<file path="src/rtl/ifmap_cfg_pkg.sv">
// Shared configuration helpers for the nested ifmap counter: width helper,
// default bound, and the per-level slice macro for packed cfg/count buses.
`define IFMAP_CFG_SLICE(vec, i, w) vec[(i)*(w) +: (w)]

package ifmap_cfg_pkg;

  localparam int DEFAULT_MAX_BOUND = 255;

  // Minimum one bit so a degenerate MAX_BOUND of 0 still yields a legal vector.
  function automatic int ceil_log2(input int value);
    int bits;
    bits = 0;
    while ((32'(1) << bits) < value) bits++;
    return (bits == 0) ? 1 : bits;
  endfunction

endpackage

</file>
<file path="src/rtl/ifmap_counter_level.sv">
// One odometer digit: counts 0..bound, wraps when carried into at its bound,
// remembers the value before the last accepted step.
module ifmap_counter_level #(
  parameter int WIDTH = 8
) (
  input  logic             clk,
  input  logic             rstn,
  input  logic             step,
  input  logic [WIDTH-1:0] bound,
  input  logic             carry_in,
  input  logic             load_zero,
  output logic [WIDTH-1:0] count,
  output logic [WIDTH-1:0] prev_count,
  output logic             at_max,
  output logic             wrap
);

  assign at_max = (count == bound);

  always_ff @(posedge clk) begin
    if (!rstn) begin
      count      <= '0;
      prev_count <= '0;
      wrap       <= 1'b0;
    end else if (load_zero) begin
      count      <= '0;
      prev_count <= '0;
      wrap       <= 1'b0;
    end else if (step) begin
      prev_count <= count;
      if (carry_in && at_max) begin
        count <= '0;
        wrap  <= 1'b1;
      end else if (carry_in) begin
        count <= count + 1'b1;
        wrap  <= 1'b0;
      end else begin
        wrap  <= 1'b0;
      end
    end else begin
      wrap <= 1'b0;
    end
  end

endmodule

</file>
<file path="src/rtl/ifmap_nested_counter.sv">
// NUM_LEVELS-deep nested loop index generator for the PE-array feeder.
// Level 0 is innermost; bounds latch on an accepted start.
module ifmap_nested_counter
  import ifmap_cfg_pkg::*;
#(
  parameter int NUM_LEVELS = 3,
  parameter int MAX_BOUND  = DEFAULT_MAX_BOUND,
  parameter int WIDTH      = ceil_log2(MAX_BOUND + 1),
  parameter bit WRAP_MODE  = 1'b0
) (
  input  logic                        clk,
  input  logic                        rstn,
  input  logic                        start,
  input  logic [NUM_LEVELS*WIDTH-1:0] cfg_max,
  input  logic                        en,
  input  logic                        clear,
  output logic                        busy,
  output logic                        done,
  output logic [NUM_LEVELS-1:0]       at_max,
  output logic [NUM_LEVELS-1:0]       level_wrap,
  output logic [NUM_LEVELS*WIDTH-1:0] count,
  output logic [NUM_LEVELS*WIDTH-1:0] prev_count
);

  logic [NUM_LEVELS*WIDTH-1:0] bounds;
  logic [NUM_LEVELS-1:0]       carry;
  logic                        start_acc;
  logic                        step;
  logic                        load_zero;
  logic                        final_idx;

  assign start_acc = start && !busy && !clear;
  assign step      = en && busy && !clear && !start_acc;
  assign load_zero = clear || start_acc;
  assign final_idx = &at_max;

  // Carry into level i is the AND-prefix of at_max over all inner levels.
  always_comb begin
    logic acc;
    carry = '0;
    acc   = 1'b1;
    for (int i = 0; i < NUM_LEVELS; i++) begin
      carry[i] = acc;
      acc      = acc & at_max[i];
    end
  end

  always_ff @(posedge clk) begin
    if (!rstn) begin
      bounds <= '0;
      busy   <= 1'b0;
      done   <= 1'b0;
    end else begin
      done <= 1'b0;
      if (clear) begin
        busy <= 1'b0;
      end else if (start_acc) begin
        bounds <= cfg_max;
        busy   <= 1'b1;
      end else if (step && final_idx) begin
        done <= 1'b1;
        if (!WRAP_MODE) busy <= 1'b0;
      end
    end
  end

  for (genvar i = 0; i < NUM_LEVELS; i++) begin : g_level
    ifmap_counter_level #(.WIDTH(WIDTH)) u_level (
      .clk        (clk),
      .rstn       (rstn),
      .step       (step),
      .bound      (`IFMAP_CFG_SLICE(bounds, i, WIDTH)),
      .carry_in   (carry[i]),
      .load_zero  (load_zero),
      .count      (`IFMAP_CFG_SLICE(count, i, WIDTH)),
      .prev_count (`IFMAP_CFG_SLICE(prev_count, i, WIDTH)),
      .at_max     (at_max[i]),
      .wrap       (level_wrap[i])
    );
  end

endmodule

</file>
<file path="config.mk">
export PLATFORM = sky130hd
export DESIGN_NAME = ifmap_nested_counter
export DESIGN_NICKNAME = d
export VERILOG_FILES = /design/src/rtl/ifmap_cfg_pkg.sv /design/src/rtl/ifmap_counter_level.sv /design/src/rtl/ifmap_nested_counter.sv
export SDC_FILE = /design/constraint.sdc
export NUM_CORES = 1
export LEC_CHECK = 0
export ABC_AREA = 1
export BUFFER_PORTS_ARGS = -buffer_cell sky130_fd_sc_hd__clkbuf_2
export CORE_MARGIN = 2
export CORE_UTILIZATION = 45
export DETAILED_ROUTE_END_ITERATION = 6
export PLACE_DENSITY = 0.8
export REMOVE_ABC_BUFFERS = 1
export SYNTH_ARGS = -nofsm -noshare
export SYNTH_HDL_FRONTEND = slang
export SYNTH_SLANG_ARGS = --single-unit
export TNS_END_PERCENT = 5
</file>
<file path="constraint.sdc">
create_clock -name clk -period 3.45 [get_ports clk]
set_input_delay 0.5175 -clock clk [delete_from_list [all_inputs] [get_ports clk]]
set_output_delay 0.5175 -clock clk [all_outputs]
set_load 0.005 [all_outputs]
</file>
==> reports/results.ini <==
[clock_tree]
htreeDepth = 3
hold_buffers = 0
clkTransAtPathRegs_ns = 0.08
cts_tree = yes
root_buffer = clkbuf_8
numCtsBuffers = 9
post_cts_buffers = 0
cts_resized = 0
clk_latency_ns = 0.36
clock_path_buffers = 2
clock_sinks = 77

[power_and_ir_drop]
clkPwrFrac_pct = 41.4
powerDensity_nw_per_um2 = 446
p_seq_share_pct = 50.1
p_int_mw = 1.38
pwr-share-comb_pct = 8.5
p_leak_nw = 1.82
peakVddDrop_v = 0.000197
netSwitchingPower_uw = 457
netSwitchingFraction_pct = 24.9

[floorplan]
core_sq_um = 7370
die-height_um = 91.7
ios = 85
dieArea_sq_um = 8420
initial_core_util_pct = 47.0
rows = 31
die_w_um = 91.7

[global_routing]
grt.overflow.total = 0
grt_pass1_vias = 3041
gr-usage-all-layers_pct = 21.2
grt_pass1_wl_mm = 14.3
grt_max_degree = 38
grt_antenna_before_repair = 0

[outcome]
outcome = finished clean

[yosys]
yosysTopAreaCellShare_pct = 44.5
yosysTopAreaCell = dfxtp_1
syn_area_sq_um = 3460
ys_ff_latch = 77
syn_inst = 465
yosys_warnings = 0
seq_area_frac_synth_pct = 44.5
synth_area_leaders = dfxtp_1, nand2_1, nor2_1, a21oi_1, o21ai_0
yosys.cell_types.count = 28
syn_area_per_cell_sq_um = 7.45

[routing]
avgViaCountPerCell = 5.03
postRouteAntennaNets = 0
drt-wirelength-per-cell_um = 13.4
first_pass_iters = 4
remaining_drc_errors = 0
drt-total-wl_mm = 8.63
first_iter_violations = 101
vias = 3241

[worst_setup_path]
crit_family = simple AND/OR/NAND/NOR gates
startpoint_type = flop
crit_chain = nand2_1, nor2_4, nand3_2, nor2_2, nand2_1, nand2_1, nand2_1, nor2_1
cp.required_ns = 3.74
cp-end-kind = flop
critPathKind = reg2reg
worst_ep_arrival_time_ns = 2.46
crit_path_max_incr_delay_ns = 0.50
critPathBufInv = 0
path_common_cell = nand2_1
path_max_fanout = 30
worst_path_max_delay_cell = nor2_4

[sta]
slew_headroom_pct = 57.4
whs_ns = 0.382
hold_viol_final = 0
slew_viol_final = 0
rsz0062_at_grt = false
period_share_pct = 62.7
setup_tns_ns = 0
max_freq_mhz = 462
tightestPinTransition_ns = 0.638
min_period_ns = 2.16
skew_ns = 0.0109
setup_viol = 0

[cells_and_area]
final_common_cell = clkbuf_2
post_route_cells_drive_above_1_share_pct = 27.0
mostFrequentLayoutCells = clkbuf_2, nand2_1, dfxtp_1
n_antenna_cell = 0
synthToLayoutAreaGrowth_pct = 18.9
nets = 572
fillerInstances = 705

[place]
io_buffers = 84
gp_congestion = 0.830
hpwl_mm = 6.28

[flow_run]
drv_cap = 0

[min_path]
hold_path.class = in2reg

## worst reg2reg max path, cell delays in order (launching register included)
cell	delay, ns
dfxtp_1	0.38
nand2_1	0.11
nor2_4	0.50
nand3_2	0.37
nor2_2	0.43
nand2_1	0.11
nand2_1	0.08
nand2_1	0.04
nor2_1	0.09
## state kept, by name (all words and copies together) (netlist names)
signal and cells:
bounds 24, busy 1, g_level.u_level.count 24, done 1, g_level.u_level.wrap 3, g_level.u_level.prev_count 24
## stage by stage
stage	util, %	cell area, sq um	setup WS [ns]	total power [mW]	cells
3_5_place_dp	52.9	3900	1.11	1.10	628
5_1_grt	55.9	4120	1.00	1.90	644
3_3_place_gp	52.9	3900	1.18	1.09	628
6_report	55.9	4120	1.29	1.84	644
4_1_cts	55.9	4120	1.27	1.85	644
2_1_floorplan	-	3320	1.36	1.04	441
## area by class of cell
cell class | instances | area, sq um | area share (%)
tap | 99 | 124 | 3.01
sequential | 77 | 1540 | 37.4
timing repair buffer | 88 | 450 | 10.9
multi-input combinational | 314 | 1600 | 38.7
clock buffer | 10 | 128 | 3.10
inverter | 50 | 188 | 4.56
clock inverter | 6 | 93.8 | 2.28
## power by group through the flow
stage / Clock [mW] / Sequential (mW) / Combinational (mW)
final: 0.760 / 0.921 / 0.155
after global routing: 0.806 / 0.923 / 0.176
after global placement: 0 / 0.941 / 0.151
after CTS: 0.771 / 0.921 / 0.156
after floorplan: 0 / 0.939 / 0.0984
after detailed placement: 0 / 0.942 / 0.155
## Yosys cell counts (all sizes together)
master,instances
nand2,92
dfxtp,77
nor2,74
o21ai,51
inv,50
a21oi,42
nand3,17
buf,13
nor3,12
clkbuf,11
xor2,11
xnor2,6
ha,3
nand4,3
a211oi,1
a31oi,1
nor3b,1
## worst paths after layout
path | startpoint | endpoint | slack, ns | cells after the start
setup reg to reg | busy | g_level[2].u_level.count[3] | 1.29 | 8
hold reg to reg | g_level[0].u_level.prev_count[0] | g_level[0].u_level.prev_count[0] | 0.47 | 2
hold / removal | cfg_max[2] | bounds[2] | 0.38 | 3
setup / recovery | busy | g_level[2].u_level.count[3] | 1.29 | 8
## kinds of logic (layout without fill, tap and decap cells)
group                    Yosys count  after routing  synth area share (%)
adder cells (fa/ha/maj)            3              3                  1.08
flip-flops                        77             77                  44.5
buffers and inverters             74            154                  9.53
AND/OR/NAND/NOR                  199            199                  26.8
AO/OA/AOI/OAI                     95             95                  13.8
XOR/XNOR                          17             17                  4.30
## metal layers
metal | vias to the layer above | track usage [%] | routed length, um
met4 | 0 | 9.33 | 109
met1 | 1492 | 26.6 | 3770
met2 | 105 | 35.7 | 4120
met5 | - | 0 | 0
li1 | 1633 | - | -
met3 | 11 | 3.70 | 634
(Power assumes the default switching activity.)
